[src/rtl/pe_fifo_pkg.sv]
// Shared definitions for PE boundary FIFOs: a constant-foldable clog2 and
// the default data widths of each PE channel so every instance agrees.
package pe_fifo_pkg;

  localparam int unsigned IFMAP_WIDTH  = 16;
  localparam int unsigned WEIGHT_WIDTH = 16;
  localparam int unsigned PSUM_WIDTH   = 32;

  // Ceiling log2; usable in parameter and port-width expressions.
  function automatic int unsigned clog2(input int unsigned n);
    int unsigned r;
    r = 0;
    for (int unsigned v = n - 1; v > 0; v = v >> 1) begin
      r = r + 1;
    end
    return r;
  endfunction

endpackage

[src/rtl/pe_fifo_ram.sv]
// FIFO storage: one synchronous write port, one asynchronous read port, no reset.
// Kept separate so an FPGA build can drop in vendor LUTRAM/FIFO IP.
module pe_fifo_ram
  import pe_fifo_pkg::*;
#(
  parameter int unsigned DATA_WIDTH = IFMAP_WIDTH,
  parameter int unsigned DEPTH      = 4
) (
  input  logic                      clock,
  input  logic                      write_en,
  input  logic [clog2(DEPTH)-1:0]   write_addr,
  input  logic [DATA_WIDTH-1:0]     write_data,
  input  logic [clog2(DEPTH)-1:0]   read_addr,
  output logic [DATA_WIDTH-1:0]     read_data
);

  logic [DATA_WIDTH-1:0] mem [DEPTH];

  always_ff @(posedge clock) begin
    if (write_en) begin
      mem[write_addr] <= write_data;
    end
  end

  assign read_data = mem[read_addr];

endmodule

[src/rtl/pe_stream_fifo.sv]
// Ready/valid FIFO for a PE data channel with explicit occupancy counter,
// optional fall-through when empty, almost-full status and synchronous flush.
module pe_stream_fifo
  import pe_fifo_pkg::*;
#(
  parameter int unsigned DATA_WIDTH = IFMAP_WIDTH,
  parameter int unsigned DEPTH      = 4,
  parameter int unsigned BYPASS     = 1,
  parameter int unsigned AF_THRESH  = DEPTH - 1
) (
  input  logic                    clock,
  input  logic                    reset,
  input  logic                    flush,
  input  logic                    in_valid,
  output logic                    in_ready,
  input  logic [DATA_WIDTH-1:0]   in_data,
  output logic                    out_valid,
  input  logic                    out_ready,
  output logic [DATA_WIDTH-1:0]   out_data,
  output logic [clog2(DEPTH):0]   count,
  output logic                    almost_full
);

  localparam int unsigned AW = clog2(DEPTH);
  localparam int unsigned CW = AW + 1;

  logic [AW-1:0]         wr_ptr;
  logic [AW-1:0]         rd_ptr;
  logic [CW-1:0]         count_next;
  logic [DATA_WIDTH-1:0] rd_data;
  logic                  empty;
  logic                  full;
  logic                  push;
  logic                  pop;
  logic                  pass_through;
  logic                  write_en;
  logic                  read_adv;

  assign empty = (count == '0);
  assign full  = (count == CW'(DEPTH));

  // Acceptance depends only on registered occupancy, never on out_ready.
  assign in_ready = !full && !reset && !flush;

  always_comb begin
    out_valid = 1'b0;
    out_data  = '0;
    if (!empty) begin
      out_valid = !reset && !flush;
      out_data  = rd_data;
    end else if (BYPASS != 0) begin
      out_valid = in_valid && !reset && !flush;
      out_data  = in_data;
    end
    if (reset) begin
      out_data = (BYPASS != 0) ? in_data : '0;
    end
  end

  assign push         = in_valid && in_ready;
  assign pop          = out_valid && out_ready;
  // An empty bypass FIFO hands the word straight through without storing it.
  assign pass_through = (BYPASS != 0) && empty && push && pop;
  assign write_en     = push && !pass_through;
  assign read_adv     = pop && !empty;

  always_comb begin
    count_next = count;
    if (write_en && !read_adv) begin
      count_next = count + CW'(1);
    end else if (read_adv && !write_en) begin
      count_next = count - CW'(1);
    end
  end

  always_ff @(posedge clock) begin
    if (reset || flush) begin
      wr_ptr      <= '0;
      rd_ptr      <= '0;
      count       <= '0;
      almost_full <= 1'b0;
    end else begin
      if (write_en) begin
        wr_ptr <= wr_ptr + AW'(1);
      end
      if (read_adv) begin
        rd_ptr <= rd_ptr + AW'(1);
      end
      count       <= count_next;
      almost_full <= (count_next >= CW'(AF_THRESH));
    end
  end

  pe_fifo_ram #(
    .DATA_WIDTH (DATA_WIDTH),
    .DEPTH      (DEPTH)
  ) u_ram (
    .clock      (clock),
    .write_en   (write_en),
    .write_addr (wr_ptr),
    .write_data (in_data),
    .read_addr  (rd_ptr),
    .read_data  (rd_data)
  );

endmodule

[config.mk]
export PLATFORM = sky130hd
export DESIGN_NAME = pe_stream_fifo
export DESIGN_NICKNAME = d
export VERILOG_FILES = /design/src/rtl/pe_fifo_pkg.sv /design/src/rtl/pe_fifo_ram.sv /design/src/rtl/pe_stream_fifo.sv
export SDC_FILE = /design/constraint.sdc
export NUM_CORES = 1
export LEC_CHECK = 0
export ABC_AREA = 1
export CAP_MARGIN = 20
export CORE_UTILIZATION = 50
export CTS_CLUSTER_DIAMETER = 120
export DETAILED_ROUTE_END_ITERATION = 7
export PLACE_DENSITY = 0.73
export RECOVER_POWER = 100
export SYNTH_ARGS = -nofsm -noshare
export SYNTH_HDL_FRONTEND = slang
export SYNTH_SLANG_ARGS = --single-unit
[constraint.sdc]
create_clock -name clock -period 6.5 [get_ports clock]
set_input_delay 1.3 -clock clock [delete_from_list [all_inputs] [get_ports clock]]
set_output_delay 1.3 -clock clock [all_outputs]
set_load 0.01 [all_outputs]
==> impl_metrics.csv <==
group,metric,value,unit
outcome,status,"finished, final reports clean",
timing,relSlewSlack,31.08,%
yosys,synth_seq_area_share,65.11,%
yosys,netlist_area,0.003259,mm2
critical_path,cp_top_family,"buffers and inverters",
clock_tree,path_clk_slew,0.07,ns
clock_tree,cts_tree,"built",
routing,drtIter0Drc,93,
floorplanning,coreArea,0.006314,mm2
routing,routed_wl,5759,um
critical_path,critical_path_class,"in2out",
pwr,power_density,224.6,mW/mm2
clock_tree,cts_made_buffers,9,
critical_path,end_kind,"primary output",
routing,viasPerCell,5.199,
clock_tree,ctsResizeCount,0,
timing,drv_slew,0,
yosys,synth.avg_cell_area,11.77,um2
routing,dr.pass1.iters,4,
grt,track_usage,19.11,%
final_layout,n_antenna_cell,0,
critical_path,reg2regPathDepth,8,
critical_path,critPathMaxStageDelay,0.73,ns
critical_path,crit_chain,"dlygate4sd3_1 > inv_1 > nand2_1 > mux2i_1 > inv_1 > dlygate4sd3_1",
floorplanning,die_w,82.74,um
routing,route.vias.total,2116,
routing,drc,0,
placement,dp_slack,1.995,ns
placement,numPortBuffers,42,
timing,setup-violations-final,0,
critical_path,r2r_slack,3.47,ns
clock_tree,htreeDepth,3,
timing,finalCritPeriodShare,75.71,%
yosys,synth_seq_cells,74,
clock_tree,clock-sinks,74,
final_layout,drive_gt1_share,5.152,%
grt,antenna_found_initial,0,
worst_hold_path,worst_hold_path.num_cells,1,
pwr,vdd_drop_max,0.0001484,V
yosys,syn_nets,305,
critical_path,cp.required,5.20,ns
pwr,leakagePower,1.565,nW
clock_tree,cts-hold-fix-buffers,0,
floorplanning,die_y,82.74,um
routing,wl_per_cell,14.15,um
worst_hold_path,hp-start,"rd_ptr[1]$_SDFFE_PP0P_",
timing,worst_slack,1.579,ns
critical_path,cp-start-kind,"input pin",
floorplanning,start_util,51.63,%
timing,rsz0062_at_grt,"no",
placement,gp_congestion,0.7972,
critical_path,regToRegStartpoint,"count[0]$_SDFF_PP0_",
yosys,yosys_warnings,0,
clock_tree,ctsRootBufferMaster,"clkbuf_8",
final_layout,fin_nets,353,
timing,skew,0.006315,ns
final_layout,postLayoutCoreUtil,61.10,%
timing,worst_pin_slew,1.032,ns
critical_path,critical_path.n_buffers_inverters,4,
clock_tree,post_cts_buffers,0,
floorplanning,rows,29,
grt,grt-ovfl-total,0,
grt,grt_max_degree,34,
final_layout,areaGrowthSynthToFinish,18.35,%
job,max_cap_viol_count,0,
final_layout,fill_cells,523,
pwr,p_total,0.8665,mW
timing,timing.fmax,203.2,MHz
floorplanning,io_pins,43,
clock_tree,cts_max_path_buffers,2,
worst_hold_path,min_to,"rd_ptr[1]$_SDFFE_PP0P_",
timing,fin_crit,4.921,ns
yosys,synth_cell_types,25,
timing,hold_viol_final,0,
routing,antenna_left,0,
floorplanning,dieArea,0.006846,mm2
clock_tree,clkLatencyLatePin,0.33,ns
timing,fin_setup_tns,0,ns
critical_path,rr_endpoint,"u_ram.mem[1][1]$_DFFE_PP_",
grt,grt_pass1_vias,2048,
grt,grt_pass1_wl,9363,um
timing,whs,0.4914,ns
placement,dp_hpwl,3628,um
critical_path,crit_arrival,3.62,ns
critical_path,path_max_fanout,16,
yosys,syn_inst,277,
critical_path,slowest_stage,"nand2_1",
worst_hold_path,hold_path.class,"reg2reg",
layout by cell type (no fill, tap or decap), types with 2 or more instances in the layout:
cell / n
o32ai_1: 16
inv_1: 39
o21ai_0: 20
clkbuf_1: 7
inv_2: 2
clkinv_2: 3
a21oi_1: 7
dfxtp_1: 10
dlygate4sd3_1: 38
mux2i_1: 16
nand4_1: 2
nand2_1: 18
ha_1: 7
edfxtp_1: 64
nand3_1: 4
nor2_1: 56
clkbuf_8: 9
clkdlybuf4s50_1: 4
power breakdown:
group / total (mW) / switching, mW / internal [mW]
Clock: 0.286 / 0.151 / 0.136
Combinational: 0.0581 / 0.0297 / 0.0285
Sequential: 0.522 / 0.00169 / 0.520
Yosys cell counts:
master	count	share of area, %
nand3_1	3	0.46
o21ai_1	1	0.15
o32ai_1	16	4.3
clkbuf_1	5	0.58
xor2_1	1	0.27
nor2_1	54	6.2
nand3_4	1	0.54
mux2i_1	16	4.9
nor2_8	1	0.61
nor2_4	2	0.69
edfxtp_1	64	59
dfxtp_1	10	6.1
o21a_1	1	0.23
xnor2_1	1	0.27
a21oi_1	7	1.1
ha_1	7	2.7
buf_2	4	0.61
nand2_1	16	1.8
inv_1	39	4.5
o21ai_0	20	3.1
nand4_4	1	0.65
inv_2	2	0.23
nand4_1	1	0.19
nand2_2	3	0.58
buf_4	1	0.23
per-layer routing:
| layer | vias up | track usage [%] | wire length [um] |
|---|---|---|---|
| li1 | 1054 | - | - |
| met1 | 1018 | 22.36 | 2548 |
| met2 | 34 | 33.69 | 2930 |
| met3 | 10 | 3.516 | 178 |
| met4 | 0 | 9.138 | 100 |
| met5 | - | 0 | 0 |
registers in the layout, indices dropped and copies added (netlist names), named ones only:
register,count
wr_ptr,2
count,3
u_ram.mem,64
rd_ptr,2
almost_full,1
through the flow:
| stage | cell area [um2] | std cells |
|---|---|---|
| 2_1_floorplan | 3259 | 277 |
| 3_3_place_gp | 3760 | 390 |
| 3_5_place_dp | 3760 | 390 |
| 4_1_cts | 3914 | 406 |
| 5_1_grt | 3857 | 407 |
| 6_report | 3857 | 407 |
cell families after synthesis:
family                     after synthesis  synth area share (%)
and+or+nand+nor                         82                 11.79
adders and majority gates                7                 2.687
AOI/OAI and AO/OA                       45                 8.829
DFF                                     74                 65.11
buffers and inverters                   51                 6.142
muxes                                   16                 4.914
xor gates and xnor gates                 2                0.5375
worst max-delay path by stage:
| stage | startpoint | endpoint | slack (ns) | depth (start not counted) |
|---|---|---|---|---|
| floorplan | reset | out_data[0] | 3.19 | 5 |
| global placement | reset | out_data[3] | 2.00 | 6 |
| detailed placement | reset | out_data[1] | 1.99 | 6 |
| CTS | flip-flop | out_data[3] | 1.87 | 6 |
| global route | reset | out_data[3] | 1.45 | 6 |
| finish | reset | out_data[3] | 1.58 | 6 |
final cells by class:
cell class | instances | area [um2] | share of cell area, %
Clock buffer | 12 | 135.1 | 3.503
Clock inverter | 4 | 18.77 | 0.4865
Inverter | 41 | 153.9 | 3.990
Multi-Input combinational cell | 152 | 880.8 | 22.83
Sequential cell | 74 | 2122 | 55.01
Tap cell | 77 | 96.34 | 2.498
Timing Repair Buffer | 47 | 450.4 | 11.68
Power figures use the tool's default switching activity.
